==> config.mk <==
export PLATFORM = sky130hd
export DESIGN_NAME = arb8way16
export DESIGN_NICKNAME = d
export VERILOG_FILES = /design/src/rtl/arb8way16_pkg.sv /design/src/rtl/arb8way16_rr_pick8.sv /design/src/rtl/dmux8way.sv /design/src/rtl/mux8way16.sv /design/src/rtl/arb8way16.sv
export SDC_FILE = /design/constraint.sdc
export NUM_CORES = 1
export LEC_CHECK = 0
export ABC_CLOCK_PERIOD_IN_PS = 4200
export CAP_MARGIN = 30
export CORE_ASPECT_RATIO = 1.5
export CORE_UTILIZATION = 39
export DETAILED_ROUTE_END_ITERATION = 12
export DONT_BUFFER_PORTS = 1
export HOLD_SLACK_MARGIN = 0.06
export PLACE_DENSITY = 0.61
export SLEW_MARGIN = 20
export SYNTH_ARGS = -nofsm -noshare
export SYNTH_HDL_FRONTEND = slang
export SYNTH_SLANG_ARGS = --single-unit
export TNS_END_PERCENT = 10
==> constraint.sdc <==
create_clock -name clk -period 4.2 [get_ports clk]
set_input_delay 0.84 -clock clk [delete_from_list [all_inputs] [get_ports clk]]
set_output_delay 0.84 -clock clk [all_outputs]
set_load 0.01 [all_outputs]
==> src/rtl/arb8way16_pkg.sv <==
// Shared definitions for the 8-way 16-bit round-robin bus arbiter.
// State encoding is fixed so external debug tooling can decode it.
package arb8way16_pkg;
    localparam int NUM_REQ = 8;
    localparam int BUS_W   = 16;

    typedef enum logic [1:0] {
        IDLE  = 2'd0,
        GRANT = 2'd1,
        GAP   = 2'd2
    } state_t;
endpackage

==> src/rtl/arb8way16_rr_pick8.sv <==
// Combinational round-robin finder: first set req bit scanning upward
// from (ptr+1) mod 8 with wraparound.
module rr_pick8 (
    input  logic [7:0] req,
    input  logic [2:0] ptr,
    output logic       any,
    output logic [2:0] idx
);
    logic       found;
    logic [2:0] pos;

    always_comb begin
        any   = |req;
        idx   = 3'd0;
        found = 1'b0;
        pos   = 3'd0;
        // i=8 wraps to ptr itself, giving the last owner lowest priority
        for (int i = 1; i <= 8; i++) begin
            pos = ptr + 3'(i);
            if (!found && req[pos]) begin
                idx   = pos;
                found = 1'b1;
            end
        end
    end
endmodule

==> src/rtl/dmux8way.sv <==
// 1-to-8 demultiplexer library cell; unselected outputs are 0.
module dmux8way (
    input  logic       in,
    input  logic [2:0] sel,
    output logic       a,
    output logic       b,
    output logic       c,
    output logic       d,
    output logic       e,
    output logic       f,
    output logic       g,
    output logic       h
);
    assign a = in & (sel == 3'd0);
    assign b = in & (sel == 3'd1);
    assign c = in & (sel == 3'd2);
    assign d = in & (sel == 3'd3);
    assign e = in & (sel == 3'd4);
    assign f = in & (sel == 3'd5);
    assign g = in & (sel == 3'd6);
    assign h = in & (sel == 3'd7);
endmodule

==> src/rtl/mux8way16.sv <==
// 8-way 16-bit multiplexer library cell.
module mux8way16 (
    input  logic [15:0] a,
    input  logic [15:0] b,
    input  logic [15:0] c,
    input  logic [15:0] d,
    input  logic [15:0] e,
    input  logic [15:0] f,
    input  logic [15:0] g,
    input  logic [15:0] h,
    input  logic [2:0]  sel,
    output logic [15:0] out
);
    always_comb begin
        case (sel)
            3'd0:    out = a;
            3'd1:    out = b;
            3'd2:    out = c;
            3'd3:    out = d;
            3'd4:    out = e;
            3'd5:    out = f;
            3'd6:    out = g;
            default: out = h;
        endcase
    end
endmodule

==> src/rtl/arb8way16.sv <==
// Round-robin arbiter sharing one 16-bit bus among 8 requesters, with a
// bounded hold time and a one-cycle turnaround gap between owners.
module arb8way16
    import arb8way16_pkg::*;
#(
    parameter int MAX_HOLD = 8,
    parameter int HOLD_W   = 4
) (
    input  logic        clk,
    input  logic        rst_n,
    input  logic [7:0]  req,
    input  logic [15:0] a,
    input  logic [15:0] b,
    input  logic [15:0] c,
    input  logic [15:0] d,
    input  logic [15:0] e,
    input  logic [15:0] f,
    input  logic [15:0] g,
    input  logic [15:0] h,
    output logic [15:0] bus_out,
    output logic        bus_valid,
    output logic [7:0]  grant,
    output logic [2:0]  grant_idx
);
    localparam logic [HOLD_W-1:0] HOLD_MAX  = HOLD_W'(MAX_HOLD);
    localparam logic [HOLD_W-1:0] HOLD_LAST = HOLD_W'(MAX_HOLD - 1);

    state_t            state, state_nx;
    logic [2:0]        ptr, ptr_nx, idx_nx;
    logic [HOLD_W-1:0] hold, hold_nx;
    logic              pick_any;
    logic [2:0]        pick_idx;
    logic              owner_req, others_req;
    logic [15:0]       mux_word;

    rr_pick8 u_pick (
        .req (req),
        .ptr (ptr),
        .any (pick_any),
        .idx (pick_idx)
    );

    assign owner_req  = req[grant_idx];
    assign others_req = |(req & ~(8'b1 << grant_idx));

    always_comb begin
        state_nx = state;
        ptr_nx   = ptr;
        idx_nx   = grant_idx;
        hold_nx  = hold;
        case (state)
            IDLE, GAP: begin
                if (pick_any) begin
                    state_nx = GRANT;
                    idx_nx   = pick_idx;
                    hold_nx  = '0;
                end else begin
                    state_nx = IDLE;
                end
            end
            GRANT: begin
                if (hold != HOLD_MAX)
                    hold_nx = hold + 1'b1;
                // preemption only matters when someone else is waiting
                if (!owner_req || (hold == HOLD_LAST && others_req)) begin
                    state_nx = GAP;
                    ptr_nx   = grant_idx;
                end
            end
            default: state_nx = IDLE;
        endcase
    end

    always_ff @(posedge clk or negedge rst_n) begin
        if (!rst_n) begin
            state     <= IDLE;
            ptr       <= 3'd7;
            grant_idx <= 3'd0;
            hold      <= '0;
        end else begin
            state     <= state_nx;
            ptr       <= ptr_nx;
            grant_idx <= idx_nx;
            hold      <= hold_nx;
        end
    end

    assign bus_valid = (state == GRANT);

    mux8way16 u_mux (
        .a(a), .b(b), .c(c), .d(d), .e(e), .f(f), .g(g), .h(h),
        .sel (grant_idx),
        .out (mux_word)
    );

    assign bus_out = bus_valid ? mux_word : 16'h0000;

    dmux8way u_dmux (
        .in  (bus_valid),
        .sel (grant_idx),
        .a(grant[0]), .b(grant[1]), .c(grant[2]), .d(grant[3]),
        .e(grant[4]), .f(grant[5]), .g(grant[6]), .h(grant[7])
    );
endmodule

# Word level (Yosys, flattened, before mapping)

Cells that the tools add are included.

Flip-flop bits (word level): 12
Input bits: 138
Output and inout port bits: 28
Word-level logic and storage cells: 113

Add/subtract/negate cells: 8
$lt $le $gt $ge: 9
Eq/ne operators: 14
Shift-type cells: 1
Muxes and demuxes: 41
Bitwise logic cells: 10
Reduce and logical (&&, ||, !) cells: 26

Operators with widths:

| operator              | number |
|---|---|
| $pmux W16 S7          | 1 |
| $lt A3 B4 Y1 const B  | 9 |
| $bmux W1 S3           | 9 |
| $mux W3               | 8 |
| $mux W1               | 17 |
| $mux W16              | 1 |
| $reduce_or A8 Y1      | 2 |
| $add A3 B3 Y3 const B | 4 |
| $eq A3 B3 Y1 const B  | 4 |
| $and A1 B1 Y1         | 8 |
| $and A8 B8 Y8         | 1 |
| $logic_and A1 B1 Y1   | 8 |
| $logic_not A1 Y1      | 8 |
| $mux W4               | 2 |
| $not A8 Y8            | 1 |
| $pmux W4 S2           | 1 |
| $shl A1 B3 Y8 const A | 1 |
| $add A3 B2 Y3 const B | 2 |
| $eq A3 B2 Y1 const B  | 2 |
| $add A4 B1 Y4 const B | 1 |
| $eq A4 B3 Y1 const B  | 1 |
| $ne A2 B1 Y1 const B  | 2 |
| $ne A4 B4 Y1 const B  | 1 |
| $pmux W2 S2           | 1 |
| other kinds (13)      | 14 |

# Logic depth before layout (Yosys ltp)

Word-level depth: 25
Gate-level depth with buffers: 11
Mapped depth without buffers: 8

# By module

From an unflattened synthesis, not the netlist that was laid out.

Cell total of the unflattened synthesis: 367
Area, all modules: 2,955.3 sq um

Modules (own cells, without submodules):

| module    | times used | cells an instance | area an instance (sq um) | sequential area each (sq um) |
|---|---|---|---|---|
| mux8way16 | 1          | 154               | 1,026.0                  | 0.0 |
| rr_pick8  | 1          | 102               | 920.9                    | 0.0 |
| arb8way16 | 1          | 103               | 912.1                    | 304.0 |
| dmux8way  | 1          | 8                 | 96.3                     | 0.0 |

# Worst setup path before layout

Ideal clock, no wire load.

Kind: flip-flop to flip-flop
Start point: register ptr[0]
End point: register grant_idx[2]
Setup time: 0.128 ns
Arrival time: 3.120 ns
Required time: 4.072 ns
Path slack: 0.952 ns
Stages on the path, launching flop included: 12
Path buffers: 3
Clock period less this slack: 3.248 ns
Cell sequence: dfstp_2 -> buf_2 -> clkbuf_1 -> inv_1 -> ha_1 -> clkbuf_1 -> mux4_2 -> mux2_2 -> a31o_2 -> nor4_1 -> nor3b_1 -> o21bai_1

Word-level cells in the longest chain between the ends: 25
Elaborated cells between the ends (all ways): 52
Those cells by class: add/sub (7); mux (31); reduce/logical (14)

RTL lines:

| what                          | RTL line                 | text |
|---|---|---|
| start: declaration            | arb8way16.sv:29          | `logic [2:0] ptr, ptr_nx, idx_nx;` |
| start signal: assignment      | arb8way16.sv:82          | `ptr <= ptr_nx;` |
| $add A3 B1 Y3                 | arb8way16_rr_pick8.sv:19 | `pos = ptr + 3'(i);` |
| $bmux W1 S3                   | arb8way16_rr_pick8.sv:20 | `if (!found && req[pos]) begin` |
| $mux W1 (implied by the code) | arb8way16_rr_pick8.sv:20 |  |
| $mux W1                       | arb8way16_rr_pick8.sv:20 |  |
| $logic_not A1 Y1              | arb8way16_rr_pick8.sv:20 |  |
| $logic_and A1 B1 Y1           | arb8way16_rr_pick8.sv:20 |  |
| $mux W1                       | arb8way16_rr_pick8.sv:20 |  |
| $logic_not A1 Y1              | arb8way16_rr_pick8.sv:20 |  |
| (+9 left out)                 | -                        |  |
| $logic_and A1 B1 Y1           | arb8way16_rr_pick8.sv:20 |  |
| $mux W1                       | arb8way16_rr_pick8.sv:20 |  |
| $logic_not A1 Y1              | arb8way16_rr_pick8.sv:20 |  |
| $logic_and A1 B1 Y1           | arb8way16_rr_pick8.sv:20 |  |
| $mux W1                       | arb8way16_rr_pick8.sv:20 |  |
| $logic_not A1 Y1              | arb8way16_rr_pick8.sv:20 |  |
| $logic_and A1 B1 Y1           | arb8way16_rr_pick8.sv:20 |  |
| $mux W3 (*)                   | arb8way16_rr_pick8.sv:20 |  |
| end signal: assignment        | arb8way16.sv:83          | `grant_idx <= idx_nx;` |
| end: declaration              | arb8way16.sv:23          | `output logic [2:0] grant_idx` |

Mark *: on every way between the ends. The rest lies on a longest branch, timed or not. The select of a mux whose other input is x is not followed.
A chain may end at the register's enable or synchronous reset.

# Final worst setup path

Start point: register grant_idx[1]
End point: output bus_out[3]

Word-level cells in the longest chain between the ends: 3
Elaborated cells between the ends (all ways): 9
Those cells by class: eq/ne (6); mux (2); reduce/logical (1)

RTL lines:

| what                                       | RTL line        | text |
|---|---|---|
| $eq A3 B3 Y1, or another cell as far along | mux8way16.sv:15 | `case (sel)` |
| $pmux W16 S7 (*)                           | mux8way16.sv:15 |  |
| $mux W16 (*)                               | arb8way16.sv:96 | `assign bus_out = bus_valid ? mux_word : 16'h0000;` |
| end: declaration                           | arb8way16.sv:20 | `output logic [15:0] bus_out,` |

Mark *: on every way between the ends. The rest lies on a longest branch, timed or not.

==> impl_metrics.tcl <==
set metrics [dict create \
    final_min_period_over_clock_period_pct 76.1 \
    power.static_leakage_uw 0.000934 \
    uppermost_layer_routed "met5" \
    ctsRootBufferMaster "clkbuf_8" \
    via_count 2749 \
    cts_hold_buf 0 \
    cts_num_sinks 12 \
    timing.final.crit_period_ps 3190 \
    path_cells "nand3_1 -> o21ai_0 -> a211oi_1" \
    first_global_vias 2603 \
    grt_setup_unrepaired "no" \
    yosysSeqAreaShare_pct 11.4 \
    timing.hold.ws_ps 288 \
    fin_nets 449 \
    worst_slew_margin_rel_pct 38.8 \
    synth_edf_count 0 \
    path_buf_inv 0 \
    die_height_um 103 \
    yosys-mux-area-fraction_pct 25.9 \
    cts_tree "yes" \
    synthesis.instances 339 \
    status "finished, final reports clean" \
    setup.worst_path.class "register to output port" \
    report.final.setup_viol 0 \
    dr_wl_met2_um 4910 \
    cts_post_setup_buffers_inserted 0 \
    adder_and_majority_gate_portion_of_the_synthesized_area_pct 1.87 \
    worst_setup_path_end_kind "output port" \
    dieArea_um2 7200 \
    yosys_warnings 0 \
    critical_path.slowest_cell "dfrtp_2" \
    synth_seq_cells 12 \
    synth.top_cells.by_count "nor2_1 (29), a21oi_1 (26), clkbuf_1 (24)" \
    worst_skew_pair.late_latency_ps 240 \
    place.detailed.hpwl_um 7610 \
    grtUsageTotal_pct 25.5 \
    via_per_inst 7.16 \
    worstPathArrival_ps 2350 \
    met3_length_um 1040 \
    pre_cts_slack_ps 1030 \
    max_freq_mhz 313 \
    drcViolationCount 0 \
    dr.first_iter.drc_count 109 \
    initial_core_util_pct 40.7 \
    post_synthesis_simple_gate_area_fraction_pct 19.8 \
    cts_resized 0 \
    final.setup.tns_ps 0 \
    post_synth.cell_area_avg_um2 7.89 \
    drive_above_1_share_pct 20.9 \
    placementRows 36 \
    fin_worst_skew_ps 7.47 \
    globalplace.congestion 0.956 \
    detail_route.first_pass.iterations 4 \
    port_buffers 0 \
    wire_length_of_the_first_global_routing_pass_um 14100 \
    grt_remaining_overflow 0 \
    synth_area_in_xor_xnor_pct 1.97 \
    crit_path_start_kind "register" \
    cp_num_cells 3 \
    synthDistinctLibCells 52 \
    timing.critical_path.max_delay_family "flip-flops" \
    die_x_um 69.6 \
    synth_top_family_by_area "compound AO/OA/AOI/OAI gates" \
    yosysMostFrequentCell "nor2_1" \
    cts_buffers 3 \
    synth_compound_area_share_pct 30.5 \
    synth_top_cells_by_area "mux4_2 (12%), dfrtp_1 (8.4%), mux2_2 (7.2%)" \
    clk_pin_slew_ps 60 \
    worst_stage_delay_on_the_critical_path_ps 850 \
    grt_max_degree 47 \
    clockBufferDepth 2 \
    worst-path-max-fanout 46 \
    routedLengthMet1_um 3350 \
    h-tree-depth 1 \
    final_max_slew_viol_count 0 \
    final_hold_viol_count 0 \
    netlist_area_um2 2670 \
    irDropWorstVdd_uv 399 \
    critical_path_required_ps 3360 \
    grt_antenna_before_repair 3 \
    average_routed_wire_per_standard_cell_um 25.2 \
    slew_worst_pin_ps 918 \
    syn-num-nets 481 \
    yosysTopAreaCell "mux4_2" \
    synthDominantCellAreaShare_pct 11.8 \
    reg2reg_depth 8 \
    synth-async-reset-ratio_pct 100 \
    power_density_nw_per_um2 950 \
    worst_min_delay_path_category "primary input to async pin" \
    design.portCount 166 \
    finalWorstSetupSlack_ps 1010 \
    fp.coreArea_um2 6580 \
    drtAntennaViolNets 0 \
    synth-main-ff-cell "dfrtp_1" \
    cap_viol_max_count 0 \
    area_growth_syn_to_layout_pct -0.608 \
    finalWirelength_um 9690 \
]
==> cell type report <==
type | instances | area (um2)
fill | 698 | 3920
multi-input combinational | 277 | 2140
sequential | 12 | 308
tap | 76 | 95.1
clock buffer | 4 | 45.0
inverter | 9 | 33.8
timing repair buffer | 4 | 30.0
antenna | 2 | 5.00
==> placed cells by master (no fill, tap or decap), types with 3 or more instances in the layout <==
master    netlist  routed
ha_1            4       4
o21ai_0        19      19
xnor2_1         4       4
inv_1           9       9
nand2b_1        4       4
o221a_2        10      10
a211oi_1        8       8
nor2_1         29      29
o22ai_1         8       8
nand3_1        10      10
and2_1          4       4
buf_4           8       4
mux2_2         17      17
nor2b_1         8       8
a31oi_1         8       8
a221oi_1       14      14
mux4_2         14      14
mux2i_1        10      10
dfrtp_1         9       6
clkbuf_8        0       3
nand2_1        22      22
mux2_4          4       4
a22oi_1        10      10
a21oi_1        26      26
dfstp_2         3       3
dfrtp_2         0       3
nand3b_1        4       4
nor4_1          6       6
nor3_1          7       7
==> worst register-to-register path: cells and delay by family, from the launching register on <==
kind / cells / cell delay, ps
compound gates: 3 / 630
fa+ha+maj: 1 / 490
buf+inv: 1 / 190
flops: 1 / 790
mux: 2 / 730
simple gates: 1 / 250
==> metal layers <==
layer / up-vias / global-route usage [%]
met2: 151 / 46.5
met5: - / 0
met1: 1304 / 26.3
met4: 4 / 11.6
met3: 32 / 9.30
li1: 1258 / -
==> report_power, final <==
part | leakage, uW | switching [uW] | internal [uW]
sequential | 0.000139 | 261 | 182
clock | 0.0000228 | 43.0 | 66.8
combinational | 0.000772 | 1100 | 874
total | 0.000934 | 1400 | 1120
==> per-stage QoR <==
stage	instances	util [%]	total power [uW]	instance area, um2
floorplan	339	-	2040	2670
global placement	378	39.6	2360	2610
detailed placement	378	39.6	2400	2610
CTS	382	40.3	2520	2650
global route	382	40.3	2750	2650
finish	384	40.4	2520	2660
==> path summary, 6_finish.rpt <==
check	slack [ps]	to	startpoint
setup / recovery	1010	bus_out[3]	grant_idx[1]$_DFFE_PN0P_
max in group asynchronous	3740	ptr[1]$_DFFE_PN1P_	rst_n
min in group clk	580	hold[0]$_DFFE_PN0P_	hold[0]$_DFFE_PN0P_
hold / removal	290	grant_idx[2]$_DFFE_PN0P_	rst_n
setup reg to reg	1020	grant_idx[0]$_DFFE_PN0P_	ptr[0]$_DFFE_PN1P_
hold reg to reg	580	hold[0]$_DFFE_PN0P_	hold[0]$_DFFE_PN0P_
==> logic make-up after synthesis <==
kind of cell	after synthesis
multiplexers	46
adder cells (fa/ha/maj)	4
AO/OA/AOI/OAI	116
buffers and inverters	50
flip-flops	12
AND/OR/NAND/NOR	105
XOR/XNOR	6
==> state kept, by name (all words and copies together) (netlist names) <==
register,cells
hold,4
state,2
grant_idx,3
ptr,3
Note: power is estimated with default switching activity, not from simulation.
